$ cat src/rtl/data_mem_arbiter.sv
// data_mem_arbiter: round-robin sharing of data memory port A among NREQ requesters with in-order read returns
module data_mem_arbiter #(
    parameter int NREQ    = 2,
    parameter int ADDR_W  = 10,
    parameter int DATA_W  = 8,
    parameter int MEM_LAT = 1
) (
    input  logic                   clk,
    input  logic                   rst_n,
    input  logic [NREQ-1:0]        req_valid,
    output logic [NREQ-1:0]        req_ready,
    input  logic [NREQ-1:0]        req_we,
    input  logic [NREQ*ADDR_W-1:0] req_addr,
    input  logic [NREQ*DATA_W-1:0] req_wdata,
    output logic [NREQ-1:0]        rsp_valid,
    output logic [DATA_W-1:0]      rsp_rdata,
    output logic [ADDR_W-1:0]      address_a,
    output logic [DATA_W-1:0]      data_a,
    output logic                   wren_a,
    input  logic [DATA_W-1:0]      q_a
);
    localparam int IDW = (NREQ > 2) ? $clog2(NREQ) : 1;

    logic [IDW-1:0]    ptr_q, ptr_d, win, cand;
    logic              found;
    logic [ADDR_W-1:0] addr_q, addr_d;
    logic [DATA_W-1:0] data_q, data_d, rdata_q, rdata_d;
    logic              wren_q, wren_d;
    logic [NREQ-1:0]   rsp_valid_q, rsp_valid_d;
    logic [IDW:0]      push;
    logic [IDW:0]      pipe_q [MEM_LAT+1];

    // Round-robin search: first valid requester after the last winner
    always_comb begin
        found = 1'b0;
        win   = ptr_q;
        cand  = ptr_q;
        for (int k = 1; k <= NREQ; k++) begin
            cand = IDW'((int'(ptr_q) + k) % NREQ);
            if (!found && req_valid[cand]) begin
                found = 1'b1;
                win   = cand;
            end
        end
    end

    assign req_ready = found ? (NREQ'(1) << win) : '0;

    // Next state: issue winner's op, idle cycles never write, retire the oldest read
    always_comb begin
        ptr_d       = found ? win : ptr_q;
        addr_d      = found ? req_addr[win*ADDR_W +: ADDR_W] : addr_q;
        data_d      = found ? req_wdata[win*DATA_W +: DATA_W] : data_q;
        wren_d      = found & req_we[win];
        push        = {found & ~req_we[win], win};
        rsp_valid_d = pipe_q[MEM_LAT][IDW] ? (NREQ'(1) << pipe_q[MEM_LAT][IDW-1:0]) : '0;
        rdata_d     = pipe_q[MEM_LAT][IDW] ? q_a : rdata_q;
    end

    // Pointer, memory port A registers and response registers
    always_ff @(posedge clk or negedge rst_n) begin
        if (!rst_n) begin
            ptr_q       <= '0;
            addr_q      <= '0;
            data_q      <= '0;
            wren_q      <= 1'b0;
            rsp_valid_q <= '0;
            rdata_q     <= '0;
        end else begin
            ptr_q       <= ptr_d;
            addr_q      <= addr_d;
            data_q      <= data_d;
            wren_q      <= wren_d;
            rsp_valid_q <= rsp_valid_d;
            rdata_q     <= rdata_d;
        end
    end

    // Return-tracking shift pipe: one {is_read, id} entry per cycle, cleared on reset
    always_ff @(posedge clk or negedge rst_n) begin
        if (!rst_n) begin
            for (int k = 0; k <= MEM_LAT; k++) pipe_q[k] <= '0;
        end else begin
            pipe_q[0] <= push;
            for (int k = 1; k <= MEM_LAT; k++) pipe_q[k] <= pipe_q[k-1];
        end
    end

    assign address_a = addr_q;
    assign data_a    = data_q;
    assign wren_a    = wren_q;
    assign rsp_valid = rsp_valid_q;
    assign rsp_rdata = rdata_q;
endmodule

$ cat config.mk
export PLATFORM = sky130hd
export DESIGN_NAME = data_mem_arbiter
export DESIGN_NICKNAME = d
export VERILOG_FILES = /design/src/rtl/data_mem_arbiter.sv
export SDC_FILE = /design/constraint.sdc
export NUM_CORES = 1
export LEC_CHECK = 0
export ABC_AREA = 1
export CORE_ASPECT_RATIO = 1.4
export CORE_MARGIN = 5
export CORE_UTILIZATION = 40
export DETAILED_ROUTE_END_ITERATION = 8
export PLACE_DENSITY_LB_ADDON = 0.1
export SYNTH_ARGS = -nofsm -noshare
export SYNTH_HDL_FRONTEND = slang
export SYNTH_SLANG_ARGS = --single-unit
$ cat constraint.sdc
create_clock -name clk -period 1.3 [get_ports clk]
set_input_delay 0.26 -clock clk [delete_from_list [all_inputs] [get_ports clk]]
set_output_delay 0.26 -clock clk [all_outputs]
set_load 0.1 [all_outputs]
==> flow_metrics.env <==
export IMPL_status="finished, violations left"
export IMPL_violations="setup timing"
export IMPL_postRouteAntennaNets=0
export IMPL_ys_types=14
export IMPL_routabilityCongestion=0.775
export IMPL_path_class="reg -> out"
export IMPL_r2r_slack_ns=0.12
export IMPL_arrival_ns=1.20
export IMPL_clockRootBuffer="clkbuf_8"
export IMPL_hold_viol=0
export IMPL_cts_buffers=5
export IMPL_grt_pass1_wl_um=7170
export IMPL_ir_worst_vdd_mv=1.33
export IMPL_wl_um=4430
export IMPL_dr_total_vias=1566
export IMPL_fillers=281
export IMPL_cts_max_level=2
export IMPL_wl_per_cell_um=13.2
export IMPL_clock_path_buffers=2
export IMPL_avgSynthCellArea_um2=8.02
export IMPL_final_util_pct=74.5
export IMPL_hold_ws_ns=0.353
export IMPL_layout_drive_gt1_share_pct=20.9
export IMPL_r2r_start="ptr_q"
export IMPL_io_pins=81
export IMPL_grt_usage_pct=17.0
export IMPL_via_per_inst=4.67
export IMPL_drtIter0Drc=27
export IMPL_endpoint_kind="output pin"
export IMPL_rsz0062_at_grt="yes"
export IMPL_overflow=0
export IMPL_core_area_mm2=0.00392
export IMPL_skew_ns=0.00568
export IMPL_area_growth_pct=80.9
export IMPL_drc=0
export IMPL_diodes=0
export IMPL_syn_nets=251
export IMPL_syn_area_mm2=0.00161
export IMPL_tightest_slew_ns=0.332
export IMPL_grt_pass1_vias=1501
export IMPL_p_total_mw=4.55
export IMPL_start_util_pct=41.2
export IMPL_period_share_pct=112
export IMPL_die_x_um=63.7
export IMPL_cp_required_ns=1.04
export IMPL_maxCapViolCount=0
export IMPL_portBuffers=80
export IMPL_core_rowCount=27
export IMPL_crit_path_max_fanout=3
export IMPL_insertion_delay_ns=0.28
export IMPL_max_slew_margin_rel_pct=77.9
export IMPL_power_leakage_nw=1.47
export IMPL_seq_area_frac_synth_pct=52.8
export IMPL_synth_cells=201
export IMPL_startpoint_type="flip-flop"
export IMPL_maxSlewViolCount=0
export IMPL_first_pass_iters=6
export IMPL_fmax_ghz=0.686
export IMPL_hold_path_class="in -> async"
export IMPL_antenna_found_initial=0
export IMPL_timing_rr_end="pipe_q[3]"
export IMPL_nets=341
export IMPL_synth_seq_cells=34
export IMPL_dieArea_mm2=0.00542
export IMPL_worstRegToRegCells=6
export IMPL_dpl_hpwl_um=3400
export IMPL_die_h_um=85.1
export IMPL_min_period_ns=1.46
export IMPL_powerDensity_mw_per_mm2=1560
export IMPL_clock_sinks=34
export IMPL_cts_tree="done"
export IMPL_setup_violations=2
export IMPL_path_clk_slew_ns=0.07
export IMPL_post_route_worst_setup_slack_ns=-0.158
export IMPL_yosysWarnings=0
export IMPL_grt_max_degree=29
synth_stat cells:
cell	n	area, µm²
o21ai_1	1	5.00
nor2_1	4	15.0
inv_2	3	11.3
nand2_2	2	12.5
buf_6	5	56.3
nand2_1	119	447
inv_1	6	22.5
nor2_2	1	6.26
nand2_4	1	11.3
buf_2	3	15.0
nand3b_1	18	135
dfrtp_1	34	851
nand3_1	2	10.0
buf_4	2	15.0
per-stage QoR:
| stage | TNS (ns) | area, µm² | setup slack [ns] | cells |
|---|---|---|---|---|
| finish | -0.277 | 2920 | -0.158 | 335 |
| floorplan | -0.0859 | 1630 | -0.0859 | 201 |
| detailed placement | -5.21 | 2810 | -0.273 | 325 |
| global route | -0.416 | 2920 | -0.241 | 335 |
| global placement | -5.10 | 2810 | -0.252 | 325 |
| CTS | -0.340 | 2920 | -0.192 | 335 |
kinds of logic after synthesis:
family                 synth area share (%)
buffers and inverters                  7.45
AOI/OAI and AO/OA                     0.310
and+or+nand+nor                        39.5
DFF                                    52.8
sequential cells by signal, indices dropped and copies added (netlist names):
| register | count |
|---|---|
| address_a | 10 |
| data_a | 8 |
| rsp_rdata | 8 |
| pipe_q | 4 |
| rsp_valid | 2 |
| ptr_q | 1 |
| wren_a | 1 |
placed cells by master (no fill, tap or decap), types with 3 or more instances in the layout:
| cell | count |
|---|---|
| buf_12 | 33 |
| buf_4 | 9 |
| clkbuf_8 | 6 |
| clkdlybuf4s50_1 | 46 |
| dfrtp_1 | 34 |
| inv_1 | 5 |
| inv_2 | 3 |
| nand2_1 | 119 |
| nand3b_1 | 18 |
| nor2_1 | 3 |
metal layers:
metal	global-route usage, %	share of wire, %	vias to the layer above
li1	-	-	787
met2	30.5	54	56
met4	7.37	1.3	0
met3	4.50	7.2	5
met5	0	0	-
met1	18.4	38	718
report_power, final:
| group | switching, mW | internal (mW) | leakage, nW |
|---|---|---|---|
| clock | 0.370 | 0.427 | 0.0482 |
| combinational | 1.48 | 0.875 | 1.02 |
| sequential | 0.180 | 1.23 | 0.409 |
cell type report:
cell class	instances	area [µm²]	area share, %
multi-input combinational	148	653	22.4
clock buffer	7	86.3	2.96
timing repair buffer	93	1230	42.2
clock inverter	1	5.00	0.172
tap	43	53.8	1.84
sequential	34	851	29.2
inverter	9	36.3	1.24
what timing repair did:
item                                    CTS  global route
resized for setup                         3             0
pin swaps                                 2             2
hold buffers                              1             0
endpoints found under the setup margin    2             2
hold endpoints to repair                  6             0
buffers inserted                          1             0
worst max path at each step:
stage,startpoint,to,slack (ns),depth (start not counted)
after floorplan,ptr_q,req_ready[0],-0.09,3
after global placement,req_valid[0],req_ready[0],-0.25,6
after detailed placement,req_valid[0],req_ready[0],-0.27,6
after CTS,ptr_q,req_ready[0],-0.19,4
after global routing,ptr_q,req_ready[0],-0.24,5
final,ptr_q,req_ready[0],-0.16,4
critical path: stages, from the launching register on:
cell and delay, ns:
dfrtp_1 0.41, o21ai_2 0.15, inv_2 0.07, nor2_4 0.10
buf_12 0.18
No activity file was read; power rests on OpenSTA's default activity.
==> variant, RTL diff (same settings) <==
`addr_q`, `data_q` and `rdata_q` no longer have a reset.
--- a/src/rtl/data_mem_arbiter.sv
+++ b/src/rtl/data_mem_arbiter.sv
@@ -62,17 +62,17 @@
         if (!rst_n) begin
             ptr_q       <= '0;
-            addr_q      <= '0;
-            data_q      <= '0;
             wren_q      <= 1'b0;
             rsp_valid_q <= '0;
-            rdata_q     <= '0;
         end else begin
             ptr_q       <= ptr_d;
-            addr_q      <= addr_d;
-            data_q      <= data_d;
             wren_q      <= wren_d;
             rsp_valid_q <= rsp_valid_d;
-            rdata_q     <= rdata_d;
         end
+    end
+
+    always_ff @(posedge clk) begin
+        addr_q  <= addr_d;
+        data_q  <= data_d;
+        rdata_q <= rdata_d;
     end
 
Formal check against the unedited RTL: not equivalent (Yosys sat finds a counterexample within 4 cycles, from zero or initial values and one cycle with rst_n low).
==> variant against the unedited design <==
  * The run still ends with negative setup slack left
  * Sequential cell count unchanged
  * Wire length decreased by 5.8%
  * Final area decreased by 7.5%
  * Setup slack got worse by 0.088 ns
  * Fmax decreased by 5.7%
  * Via count decreased by 25%
  * Total power decreased by 5.3%
  * Area after synthesis decreased by 17%
  * Critical path type unchanged
  * Largest power group unchanged
==> variant: results (changes against the unedited design) <==
----------------------------------------------------
[Outcome]
  Outcome ... finished with violations (unchanged)
  Violations in the final reports ... negative setup slack (unchanged)

[Cells and area]
  Nets@finish ... 261 (was 341)
  Area taken by flip-flops and latches ... 981 um2 (was 851 um2)
  Clock buffer instance count of the final layout ... 8 (was 7)
  Non-clock buffers ... 91 (was 93)
  Multi-input gate share of total cell area ... 11.1% (was 22.4%)
  Fraction of final layout cells sized beyond drive strength 1 ... 27.8% (was 20.9%)
  Clock network share of area ... 4.13% (was 3.13%)
  FILL cells ... 145 (was 281)
  Layout overhead on the synthesized area ... 103% (was 80.9%)

[Detailed routing]
  Met3 WL post-DR ... 373 um (was 321 um)
  Length of routed wiring on met1 ... 1420 um (was 1670 um)
  Total wire length ... 4170 um (was 4430 um)
  Count of routing violations after the opening detailed-route iteration ... 35 (was 27)

[Power]
  Internal Pwr Total ... 2.62 mW (was 2.53 mW)
  Static Leak ... 1.21 nW (was 1.47 nW)

[Timing]
  Final number of setup-violating endpoints ... 3 (was 2)
  Total Neg Setup Slack ... -0.488 ns (was -0.277 ns)
  Slack of the critical path ... -0.246 ns (was -0.158 ns)
  Hold_ws ... 0.243 ns (was 0.353 ns)
  Largest clock skew in the final design ... 0.00638 ns (was 0.00568 ns)

[Logic synthesis]
  Top cells by area, synth ... sky130_fd_sc_hd__edfxtp_1 (59%), sky130_fd_sc_hd__nand2_1 (17%), sky130_fd_sc_hd__dfrtp_1 (15%) (was sky130_fd_sc_hd__dfrtp_1 (53%), sky130_fd_sc_hd__nand2_1 (28%), sky130_fd_sc_hd__nand3b_1 (8.4%))
  Cell types with the highest counts after synthesis ... sky130_fd_sc_hd__nand2_1 (60), sky130_fd_sc_hd__edfxtp_1 (26), sky130_fd_sc_hd__dfrtp_1 (8), sky130_fd_sc_hd__inv_1 (8), sky130_fd_sc_hd__nor2_1 (5) (was sky130_fd_sc_hd__nand2_1 (119), sky130_fd_sc_hd__dfrtp_1 (34), sky130_fd_sc_hd__nand3b_1 (18))
  Distinct cells, synth ... 12 (was 14)
  Async set-or-reset flop fraction in the synthesized netlist ... 23.5% (was 100%)
  Number of flops mapped to enable cells by yosys ... 26 (was 0)
  Syn nets ... 167 (was 251)

[Setup path]
  Startpoint of the most critical setup path ... ptr_q$_DFFE_PN0P_ (unchanged)
  End point of the critical path ... req_ready[1] (was req_ready[0])
  Worst reg2reg path endpoint ... data_a[3]$_DFFE_PP_ (was pipe_q[3]$_DFF_PN0_)
  Arrival time worst endpoint ... 1.29 ns (was 1.20 ns)

[Global route]
  Met3 Usage GRT ... 7.39% (was 4.50%)
  GRT met1 Usage ... 20.3% (was 18.4%)
  Number of global-route vias before repair ... 1,305 (was 1,501)
  Global routing met2 resource utilization ... 35.0% (was 30.5%)
  Global-route wire length before repair ... 6560 um (was 7170 um)
  Overall fraction of global-route tracks in use ... 19.5% (was 17.0%)

[Clock network]
  Number of resized instances in the post-cts repair step ... 5 (was 3)

[Placed design]
  HPWL after DPL ... 3170 um (was 3400 um)
  RePlAce Congestion ... 0.733 (was 0.775)

[Die]
  Overall die width ... 58.8 um (was 63.7 um)

----------------------------------------------------
## variant: cell count changes in the layout (fill, tap and decap cells not counted), sizes merged, moves of 2 or more
cell,before,now
edfxtp,0,26
nand2,122,61
dfrtp,34,8
buf,44,42
nand3b,18,0
## variant: power groups by stage
stage                     clock network (mW)  registers [mW]  logic, mW
final                                  0.923            1.48       1.91
after global routing                   0.994            1.49       1.97
after detailed placement                   0            1.50       1.91
after global placement                     0            1.49       1.86
after floorplan                            0            2.28      0.266
after CTS                              0.942            1.48       1.92
## variant: cells by family after synthesis
family | count (synthesis) | share of synthesized area (%)
and+or+nand+nor | 69 | 20.0
DFF | 34 | 73.7
buffers and inverters | 13 | 5.64
AOI/OAI and AO/OA | 1 | 0.658
## variant: stage by stage
step                power [mW]  setup slack, ns  cells
floorplan                 2.55           -0.235    117
global placement          3.35           -0.268    240
detailed placement        3.40           -0.335    240
CTS                       4.34           -0.264    249
global route              4.46           -0.320    251
finish                    4.31           -0.246    251
